`src/rtl/fireball_motion_control.sv`:
```
// Life cycle and screen position of one player fireball:
// launch, horizontal flight, end on hit/edge, then re-fire cooldown.
module fireball_motion_control #(
  parameter int X_WIDTH         = 10,
  parameter int X_MIN           = 0,
  parameter int X_MAX           = 639,
  parameter int SPEED           = 4,
  parameter int COOLDOWN_FRAMES = 30
) (
  input  logic               Clk,
  input  logic               Reset_n,
  input  logic               frame_tick,
  input  logic               fire,
  input  logic               facing,
  input  logic [X_WIDTH-1:0] launch_x,
  input  logic [X_WIDTH-1:0] launch_y,
  input  logic               hit,
  output logic               is_active,
  output logic [X_WIDTH-1:0] fireball_x,
  output logic [X_WIDTH-1:0] fireball_y,
  output logic               busy
);

  localparam int CW = (COOLDOWN_FRAMES > 0) ?
                      $clog2(COOLDOWN_FRAMES + 1) : 1;
  localparam int SW = X_WIDTH + 2;

  localparam logic [CW-1:0]        CD_INIT = CW'(COOLDOWN_FRAMES);
  localparam logic [X_WIDTH-1:0]   SPD_N   = X_WIDTH'(SPEED);
  localparam logic [X_WIDTH:0]     SPD_E   = (X_WIDTH+1)'(SPEED);
  localparam logic [X_WIDTH:0]     MAX_E   = (X_WIDTH+1)'(X_MAX);
  localparam logic [X_WIDTH:0]     LEFT_E  = (X_WIDTH+1)'(X_MIN + SPEED);
  localparam logic signed [SW-1:0] MIN_S   = SW'(X_MIN);
  localparam logic signed [SW-1:0] MAX_S   = SW'(X_MAX);
  localparam logic [X_WIDTH-1:0]   MIN_N   = X_WIDTH'(X_MIN);
  localparam logic [X_WIDTH-1:0]   MAX_N   = X_WIDTH'(X_MAX);

  typedef enum logic [1:0] {
    IDLE,
    LAUNCH,
    FLIGHT,
    COOLDOWN
  } state_t;

  state_t             state;
  logic [X_WIDTH-1:0] x;
  logic [X_WIDTH-1:0] y;
  logic               dir;
  logic [CW-1:0]      cnt;

  logic signed [SW-1:0] lx_s;
  logic [X_WIDTH-1:0]   lx_clamped;
  logic [X_WIDTH:0]     x_e;
  logic                 at_edge;
  logic [X_WIDTH-1:0]   x_next;

  always_comb begin
    lx_s = signed'({2'b00, launch_x});
    if (lx_s < MIN_S)
      lx_clamped = MIN_N;
    else if (lx_s > MAX_S)
      lx_clamped = MAX_N;
    else
      lx_clamped = launch_x;
  end

  // One extra bit so the edge test never wraps.
  always_comb begin
    x_e     = {1'b0, x};
    at_edge = dir ? ((x_e + SPD_E) > MAX_E)
                  : (x_e < LEFT_E);
    x_next  = dir ? (x + SPD_N) : (x - SPD_N);
  end

  always_ff @(posedge Clk) begin
    if (!Reset_n) begin
      state <= IDLE;
      x     <= '0;
      y     <= '0;
      dir   <= 1'b0;
      cnt   <= '0;
    end else begin
      unique case (state)
        IDLE: begin
          if (fire) begin
            state <= LAUNCH;
            x     <= lx_clamped;
            y     <= launch_y;
            dir   <= facing;
          end
        end
        LAUNCH: begin
          if (hit) begin
            state <= COOLDOWN;
            cnt   <= CD_INIT;
          end else if (frame_tick) begin
            state <= FLIGHT;
          end
        end
        FLIGHT: begin
          if (hit || (frame_tick && at_edge)) begin
            state <= COOLDOWN;
            cnt   <= CD_INIT;
          end else if (frame_tick) begin
            x <= x_next;
          end
        end
        COOLDOWN: begin
          if (cnt == '0)
            state <= IDLE;
          else if (frame_tick)
            cnt <= cnt - CW'(1);
        end
        default: state <= IDLE;
      endcase
    end
  end

  assign is_active  = (state == LAUNCH) || (state == FLIGHT);
  assign busy       = (state != IDLE);
  assign fireball_x = x;
  assign fireball_y = y;

endmodule

```
`config.mk`:
```
export PLATFORM = sky130hd
export DESIGN_NAME = fireball_motion_control
export DESIGN_NICKNAME = d
export VERILOG_FILES = /design/src/rtl/fireball_motion_control.sv
export SDC_FILE = /design/constraint.sdc
export NUM_CORES = 1
export LEC_CHECK = 0
export ABC_CLOCK_PERIOD_IN_PS = 5400
export BUFFER_PORTS_ARGS = -buffer_cell sky130_fd_sc_hd__buf_2
export CAP_MARGIN = 20
export CORE_MARGIN = 2
export CORE_UTILIZATION = 57
export CTS_CLUSTER_DIAMETER = 120
export DETAILED_ROUTE_END_ITERATION = 16
export PLACE_DENSITY_LB_ADDON = 0.25
export SLEW_MARGIN = 5
export SYNTH_ARGS = -nofsm -noshare
export SYNTH_HDL_FRONTEND = slang
export SYNTH_SLANG_ARGS = --single-unit
```
`constraint.sdc`:
```
create_clock -name Clk -period 5.4 [get_ports Clk]
set_input_delay 0.27 -clock Clk [delete_from_list [all_inputs] [get_ports Clk]]
set_output_delay 0.27 -clock Clk [all_outputs]
set_load 0.02 [all_outputs]
```
==> run summary, run 1 <==
Syn_area_per_cell: 8.345 µm²
Worst-path fanout max: 16
Final wirelength: 4505 µm
Main synth FF type: dfxtp_1
Remaining Overflow, GRT: 0
Total Die Area: 3801 µm²
LEAKAGE: 0.9078 nW
Worst setup EP type: flip-flop
Layout cells sized above 1: 0.2481
Unrepaired setup endpoints after global routing: false
Gr usage total: 0.2516
Synth async-reset ratio: 0
Cts hold-fix bufs: 0
Vias/cell: 5.800
Most common cell after layout, fill and taps aside: buf_2
Switch Pwr: 0.5854 mW
Cts repair resizes: 0
First-pass GRT wire length: 7203 µm
Number of global-route vias before repair: 1671
Final worst path period share: 0.5014
Buf/Inv on CP: 1
Largest net degree at the start of global routing: 23
Clk root buf: clkbuf_4
Post-synth EDFFs: 0
CP Class: flip-flop to flip-flop
Worst reg2reg setup slack: 2.69 ns
Initial Utilization: 0.6105
GPL Wtd Cong: 0.8944
Cells after Synth: 227
I/O Buffers: 47
Max clock buf depth: 2
Data required, critical path: 5.63 ns
Hold Fails Final Rpt: 0
Slew Limit Headroom: 0.5105
Critical Path, Cell by Cell: inv_1 -> ha_1 -> and2b_2 -> nand2_1 -> a2111oi_4 -> nor4_4 -> nor2_1 -> o221ai_1
Skew final: 0.003778 ns
Initial DRT Pass Iterations: 4
Combinational share of power: 0.591
Die W: 61.65 µm
Initial antenna violation count: 0
Area Growth Syn to Fin: 14.20%
Nets: 303
Filler instances: 266
Slowest stage cell, crit path: ha_1
Fmax: 369.4 MHz
CTS Sinks: 28
Outcome: finished clean
Setup Buffers After CTS: 0
First DRT Iteration DRCs: 177
WL per Instance: 14.53 µm
IO Pins: 48
Post-Syn Area: 1894 µm²
Internal power: 0.6308 mW
Clock network power share: 0.117
Fin util: 0.6972
PwrDens: 562.2 nW/µm²
Setup TNS: 0 ns
Hold Path Class: primary input to flip-flop
Final Critical Period: 2.707 ns
Synth top area share: 0.2959
Multi-input gate area: 1207 µm²
Die height: 61.65 µm
Max_cap viols: 0
Max VDD drop: 290.2 µV
Yosys cell types: 59
Least-Margin Pin Slew: 0.7335 ns
FF+latch count, synth: 28
HPWL after DPL: 3355 µm
Critical Path Start Type: flip-flop
Arrival time at the worst endpoint: 2.93 ns
Register area share after synthesis: 0.2959
# diodes: 0
Core Region: 3103 µm²
Crit path max-delay family: simple AND/OR/NAND/NOR gates
Clock slew at reported path FFs: 0.16 ns
ANT nets after route: 0
Setup violators final: 0
Switch share: 0.4813
Seq pwr share: 0.292
# DRC: 0
Register area: 560.5 µm²
Num CTS Buffers: 3
Ranking of synthesized cells by area: dfxtp_1 (30%), nand2_1 (7.1%), ha_1 (6.6%), a21oi_1 (5.0%), nor2_1 (2.8%)
H-tree levels: 1
Peak per-stage delay on the critical path: 0.51 ns
Row count: 20
Cell taking the most area after synthesis: dfxtp_1
Pins Over Slew Limit: 0
Most frequent cells in the layout: buf_2 (47), nand2_1 (36), dfxtp_1 (28)
Via count: 1798
Post-Synthesis Net Count: 263
Synth warn: 0
CTS tree: yes
Clk_lat worst skew: 0.34 ns
per-stage QoR:
stage / cells / setup slack [ns] / hold slack (ns) / cell area, µm² / total power [mW]
6_report: 310 / 2.693 / 0.1433 / 2163 / 1.216
5_1_grt: 310 / 2.471 / 0.1329 / 2163 / 1.307
4_1_cts: 310 / 2.671 / 0.1408 / 2163 / 1.213
3_5_place_dp: 306 / 2.712 / 0.4448 / 2111 / 1.070
3_3_place_gp: 306 / 2.804 / 0.4389 / 2111 / 1.054
2_1_floorplan: 227 / 2.906 / 0.4057 / 1894 / 0.9100
worst min-delay path: cells and delay by family:
kind	cells	cell delay, ns
buffers and inverters	1	0.09
AOI/OAI and AO/OA	1	0.05
and+or+nand+nor	1	0.04
cell families after synthesis:
group | count (synthesis) | share of synthesized area
AO/OA/AOI/OAI | 59 | 0.2411
XOR/XNOR | 6 | 0.02775
adder cells (fa/ha/maj) | 10 | 0.06605
buffers and inverters | 26 | 0.06670
flip-flops | 28 | 0.2959
multiplexers | 5 | 0.02642
AND/OR/NAND/NOR | 93 | 0.2761
synth_stat cells (2+ instances only):
cell type / number
and3_1: 2
nand2b_1: 5
nor2_1: 14
clkbuf_1: 6
nand2_1: 36
nand4_1: 5
dfxtp_1: 28
mux2i_1: 5
or4_1: 4
a41oi_1: 3
o31a_1: 2
ha_1: 10
xor2_1: 3
o32ai_1: 2
nand3_1: 3
o21a_1: 2
o311ai_0: 2
buf_6: 3
xnor2_1: 3
inv_1: 13
and2_1: 2
nor2b_1: 2
a21oi_1: 19
nor4_4: 2
o21ai_0: 9
a311oi_1: 4
nor3_1: 6
layer usage:
layer,vias to the layer above,share of wire,track usage
met5,-,0,0
met4,0,0.026,0.1277
met3,13,0.067,0.04832
met2,81,0.47,0.4120
met1,805,0.43,0.3137
li1,899,-,-
path summary, 6_finish.rpt:
check                       end     startpoint  cells after the start
hold reg to reg   fireball_y[1]  fireball_y[1]                      2
hold / removal    fireball_y[5]    launch_y[5]                      3
setup / recovery  fireball_x[4]       state[0]                      8
setup reg to reg  fireball_x[4]       state[0]                      8
power by group through the flow:
| stage | logic, mW | registers (mW) | clock network, mW |
|---|---|---|---|
| finish | 0.719 | 0.355 | 0.142 |
| global route | 0.791 | 0.366 | 0.150 |
| CTS | 0.717 | 0.353 | 0.144 |
| detailed placement | 0.713 | 0.357 | 0 |
| global placement | 0.698 | 0.356 | 0 |
| floorplan | 0.537 | 0.373 | 0 |
sequential cells by signal (all words and copies together), names as in the netlist:
| name | flops |
|---|---|
| dir | 1 |
| state | 2 |
| cnt | 5 |
| fireball_y | 10 |
| fireball_x | 10 |
final cells by class:
| type | count | share of cell area |
|---|---|---|
| clock inverters | 1 | 0.01388 |
| multi-input cells | 173 | 0.5581 |
| flip-flops and latches | 28 | 0.2591 |
| inverters | 14 | 0.02429 |
| clock buffers | 3 | 0.01041 |
| well taps | 44 | 0.02545 |
| repair buffers | 47 | 0.1087 |
No activity file was read; power rests on OpenSTA's default activity.
==> inputs of run 2 (changes only) <==
ABC_CLOCK_PERIOD_IN_PS = 2710   (was 5400)
CORE_UTILIZATION = 53   (was 57)
clock period = 2.71 ns   (was 5.4 ns; I/O delays follow)
==> run 2 against run 1 <==
Compared with the run above: first-iteration DRC count decreased by 50%; non-clock buffer count increased by 4; critical endpoint is now state[0]; worst hold slack lost 0.12 ns; highest routed layer is now met3.
==> run summary, run 2 (same netlist as run 1, synthesis figures left out) <==
Outcome: finished clean
Worst setup EP type: flip-flop
Total Die Area: 4069 µm² (+7.0%)
Setup Buffers After CTS: 0 (unchanged)
First DRT Iteration DRCs: 89 (-50%)
Nets: 307 (+1.3%)
CP Class: flip-flop to flip-flop
Gr usage total: 0.2194 (-0.03221)
Fin util: 0.6478 (-0.04934)
Most frequent cells in the layout: buf_2 (47), nand2_1 (36), dfxtp_1 (28)
WL per Instance: 13.67 µm (-5.9%)
Die W: 63.79 µm (+3.5%)
Area Growth Syn to Fin: 15.92%
Most common cell after layout, fill and taps aside: buf_2
Layout cells sized above 1: 0.2593 (+0.01114)
Clk root buf: clkbuf_4
Initial antenna violation count: 0 (unchanged)
Filler instances: 326 (+23%)
H-tree levels: 1 (unchanged)
Hold Fails Final Rpt: 0 (unchanged)
# diodes: 0 (unchanged)
IO Pins: 48 (unchanged)
Setup violators final: 0 (unchanged)
ANT nets after route: 0 (unchanged)
Unrepaired setup endpoints after global routing: false
Least-Margin Pin Slew: 0.7125 ns (-0.02098 ns)
Hold Path Class: primary input to flip-flop
Max clock buf depth: 2 (unchanged)
CTS Sinks: 28 (unchanged)
Number of global-route vias before repair: 1667 (-0.24%)
Skew final: 0.004184 ns (+0.0004054 ns)
Vias/cell: 5.465 (-5.8%)
Largest net degree at the start of global routing: 23 (unchanged)
Final wirelength: 4320 µm (-4.1%)
GPL Wtd Cong: 0.8852 (-1.0%)
Max_cap viols: 0 (unchanged)
Pins Over Slew Limit: 0 (unchanged)
# DRC: 0 (unchanged)
Cts hold-fix bufs: 0 (unchanged)
Via count: 1727 (-3.9%)
Die height: 63.79 µm (+3.5%)
Slew Limit Headroom: 0.5245 (+0.01400)
Setup TNS: 0 ns (unchanged)
Arrival time at the worst endpoint: 2.70 ns (-0.23 ns)
Clk_lat worst skew: 0.33 ns (about the same)
Worst-path fanout max: 9 (-7)
CTS tree: yes
Clock slew at reported path FFs: 0.16 ns (about the same)
Max VDD drop: 616.1 µV (+110%)
Initial DRT Pass Iterations: 4 (unchanged)
Fmax: 400.5 MHz (+8.4%)
Row count: 21 (+5.0%)
Cts repair resizes: 0 (unchanged)
First-pass GRT wire length: 7279 µm (+1.1%)
HPWL after DPL: 3289 µm (-2.0%)
Remaining Overflow, GRT: 0 (unchanged)
PwrDens: 1109 nW/µm² (+97%)
Num CTS Buffers: 3 (unchanged)
Final worst path period share: 0.9213 (+0.4200)
Core Region: 3390 µm² (+9.2%)
I/O Buffers: 47 (unchanged)
Final Critical Period: 2.497 ns (-0.2106 ns)
Data required, critical path: 2.91 ns (-2.72 ns)
Initial Utilization: 0.5589 (-0.05161)
Critical Path Start Type: flip-flop
LEAKAGE: 0.9279 nW (+2.2%)
==> run 2: metrics by stage <==
| step | hold slack, ns | setup slack, ns | cells | total power [mW] | cell area [µm²] |
|---|---|---|---|---|---|
| floorplan | 0.2712 | 0.2163 | 227 | 1.813 | 1894 |
| global placement | 0.3776 | 0.3064 | 312 | 2.145 | 2143 |
| detailed placement | 0.3839 | 0.2404 | 312 | 2.160 | 2143 |
| CTS | 0.01020 | 0.2199 | 316 | 2.443 | 2196 |
| global route | 0.01299 | 0.02957 | 316 | 2.633 | 2196 |
| finish | 0.01941 | 0.2132 | 316 | 2.434 | 2196 |
==> run 2: worst paths after layout <==
kind	start	end	slack, ns	depth (start not counted)
max	fireball_x[2]	state[0]	0.21	8
max reg2reg	fireball_x[2]	state[0]	0.21	8
min reg2reg	fireball_y[6]	fireball_y[6]	0.46	2
min	launch_y[8]	fireball_y[8]	0.02	3
==> run 2: per-layer routing <==
layer,GRT usage,vias up,routed length [µm]
li1,-,906,-
met2,0.4167,33,2258
met1,0.2622,788,1928
met5,0,-,0
met3,0.03169,0,133
met4,0.03533,0,0
==> run 2: worst max-delay path, stage by stage, from the launching register on <==
cell and delay [ns]:
dfxtp_1 0.48, inv_1 0.12, ha_1 0.20, nor4bb_1 0.27
and4_1 0.28, a2111oi_4 0.09, or4b_4 0.53, a2111oi_2 0.33
a211oi_2 0.07
==> run 2: layout make-up <==
type | count | area [µm²] | area share
multi-input cells | 173 | 1207 | 0.5499
flip-flops and latches | 28 | 560.5 | 0.2553
repair buffers | 51 | 265.3 | 0.1208
well taps | 46 | 57.56 | 0.02621
inverters | 14 | 52.55 | 0.02393
clock inverters | 1 | 30.03 | 0.01368
clock buffers | 3 | 22.52 | 0.01026
==> run 2: report_power, final <==
part / total (mW) / internal (mW) / switching [mW] / leakage (nW)
combinational: 1.47 / 0.604 / 0.865 / 0.669
sequential: 0.689 / 0.539 / 0.150 / 0.230
clock: 0.277 / 0.150 / 0.127 / 0.0279
total: 2.43 / 1.29 / 1.14 / 0.928
==> inputs of run 3 (changes only) <==
CELL_PAD_IN_SITES_DETAIL_PLACEMENT = 1   (was not set)
CELL_PAD_IN_SITES_GLOBAL_PLACEMENT = 1   (was not set)
CORE_UTILIZATION = 39   (was 53)
==> run 3 against run 2 <==
Compared with the run above: total power up 5.4%; sequential cell count unchanged; die area up 33%; fmax down 1.5%; non-clock buffer count up 2; via count up 4.9%; largest power group unchanged; global-route usage down 1.6 points; combinational power up 5%; sequential power about the same; largest cell class unchanged; routed wire length up 20%.
==> run summary, run 3 (same netlist as run 1, synthesis figures left out) <==
WL per Instance: 15.91 µm (+16%)
Initial DRT Pass Iterations: 5 (+1)
Max clock buf depth: 2 (unchanged)
Number of global-route vias before repair: 1791 (+7.4%)
# DRC: 0 (unchanged)
CP endpoint: fireball_x[2]
Max VDD drop: 576.4 µV (-6.4%)
Skew final: 0.003462 ns (-0.0007213 ns)
Setup TNS: 0 ns (unchanged)
Worst reg2reg path startpoint: fireball_x[3]
CP Class: flip-flop to flip-flop
Hold depth: 3 (unchanged)
Final worst path period share: 0.9357 (+0.01437)
Met1 Use GR: 0.2865 (+0.02438)
Most frequent cells in the layout: buf_2 (47), nand2_1 (36), dfxtp_1 (27)
Worst reg2reg setup slack: 0.17 ns (-0.04 ns)
Area Growth Syn to Fin: 18.30%
Most common cell after layout, fill and taps aside: buf_2
Reg2Reg Capture Point: fireball_x[2]
Arrival time at the worst endpoint: 2.74 ns (+0.04 ns)
Critical Path Start Type: flip-flop
Placed cells: 322 (+3.2%)
ANT nets after route: 0 (unchanged)
Vias/cell: 5.555 (+1.6%)
Hold Path Class: primary input to flip-flop
Total Die Area: 5431 µm² (+33%)
Filler instances: 591 (+81%)
I/O Buffers: 47 (unchanged)
Via count: 1811 (+4.9%)
Clock slew at reported path FFs: 0.10 ns (-0.06 ns)
Remaining Overflow, GRT: 0 (unchanged)
Core Region: 4692 µm² (+38%)
Register area: 561.8 µm² (+0.22%)
Gr usage total: 0.2037 (-0.01573)
Num CTS Buffers: 3 (unchanged)
Fmax: 394.4 MHz (-1.5%)
Least-Margin Pin Slew: 0.7324 ns (+0.01988 ns)
HPWL after DPL: 3967 µm (+21%)
Initial antenna violation count: 0 (unchanged)
Final Critical Period: 2.536 ns (+0.03895 ns)
Initial Utilization: 0.4037 (-0.1551)
Layout cells sized above 1: 0.2684 (+0.009123)
Setup violators final: 0 (unchanged)
H-tree levels: 1 (unchanged)
PwrDens: 1146 nW/µm² (+3.3%)
Data required, critical path: 2.91 ns (about the same)
Final Non-Filler Cells: 326 (+3.2%)
IO Pins: 48 (unchanged)
Outcome: finished clean
Worst setup EP type: flip-flop
Top Usage Layer GRT: met2
Clk_lat worst skew: 0.28 ns (-0.05 ns)
Nets: 309 (+0.65%)
CTS tree: yes
Max_cap viols: 0 (unchanged)
First-pass GRT wire length: 8707 µm (+20%)
Die W: 73.70 µm (+16%)
Unrepaired setup endpoints after global routing: false
Worst-path fanout max: 8 (-1)
Hold Fails Final Rpt: 0 (unchanged)
Worst Setup SP: fireball_x[3]
Cts hold-fix bufs: 0 (unchanged)
GPL Wtd Cong: 0.9322 (+5.3%)
Die height: 73.70 µm (+16%)
Reg2reg path depth: 7 (-1)
Multi-input gate area: 1207 µm² (unchanged)
Row count: 25 (+19%)
Pins Over Slew Limit: 0 (unchanged)
Largest net degree at the start of global routing: 23 (unchanged)
First DRT Iteration DRCs: 53 (-40%)
Met2 usage: 0.3294 (-0.08730)
# diodes: 0 (unchanged)
LEAKAGE: 0.9456 nW (+1.9%)
Clk root buf: clkbuf_8
GR Layer Usage met3: 0.02606 (-0.005627)
CTS Sinks: 28 (unchanged)
Final wirelength: 5187 µm (+20%)
Slew Limit Headroom: 0.5112 (-0.01327)
## run 3: cell count changes in the layout (fill, tap and decap cells not counted), sizes merged
| cell | previous run | this run |
|---|---|---|
| buf | 51 | 53 |
## run 3: layer usage
| layer | wire (µm) | vias to the layer above |
|---|---|---|
| li1 | - | 914 |
| met4 | 43 | 0 |
| met2 | 2479 | 21 |
| met3 | 124 | 4 |
| met1 | 2539 | 872 |
| met5 | 0 | - |
## run 3: metrics by stage
| step | util | hold slack [ns] | power (mW) | setup slack (ns) | area, µm² |
|---|---|---|---|---|---|
| 4_1_cts | 0.4773 | 0.07924 | 2.587 | 0.1528 | 2240 |
| 3_3_place_gp | 0.4621 | 0.3776 | 2.209 | 0.2269 | 2168 |
| 6_report | 0.4776 | 0.08277 | 2.567 | 0.1742 | 2241 |
| 2_1_floorplan | - | 0.2712 | 1.813 | 0.2163 | 1894 |
| 5_1_grt | 0.4776 | 0.08608 | 2.784 | 0.01789 | 2241 |
| 3_5_place_dp | 0.4621 | 0.3873 | 2.231 | 0.1830 | 2168 |
## run 3: repair_timing
item | CTS | global route
gates resized for setup | 0 | 1
endpoints found under the hold margin | 0 | 0
setup endpoints to repair | 0 | 2
setup buffers | 0 | 0
## run 3: power breakdown
group          internal [mW]  leakage, nW  switching, mW
clock network          0.198       0.0357          0.141
registers              0.541        0.231          0.147
logic                  0.620        0.679          0.920
## run 3: final cells by class
cell class	instances	share of cell area
multi-input combinational	173	0.5388
sequential	28	0.2507
timing repair buffer	53	0.1251
tap	54	0.03015
inverter	14	0.02345
clock buffer	3	0.01843
clock inverter	1	0.01340
## run 3: critical path: stages (launching register included)
cell,delay [ns]
dfxtp_1,0.46
ha_1,0.37
xnor2_1,0.17
nand4_1,0.17
a2111oi_4,0.55
nor4_4,0.11
or4_1,0.49
a21oi_1,0.13
## run 3: how the worst min path moves through the flow
stage	endpoint	from
floorplan	dir	facing
global placement	fireball_y[5]	launch_y[5]
detailed placement	fireball_y[0]	launch_y[0]
CTS	fireball_y[4]	launch_y[4]
global route	fireball_y[8]	launch_y[8]
finish	fireball_y[5]	launch_y[5]
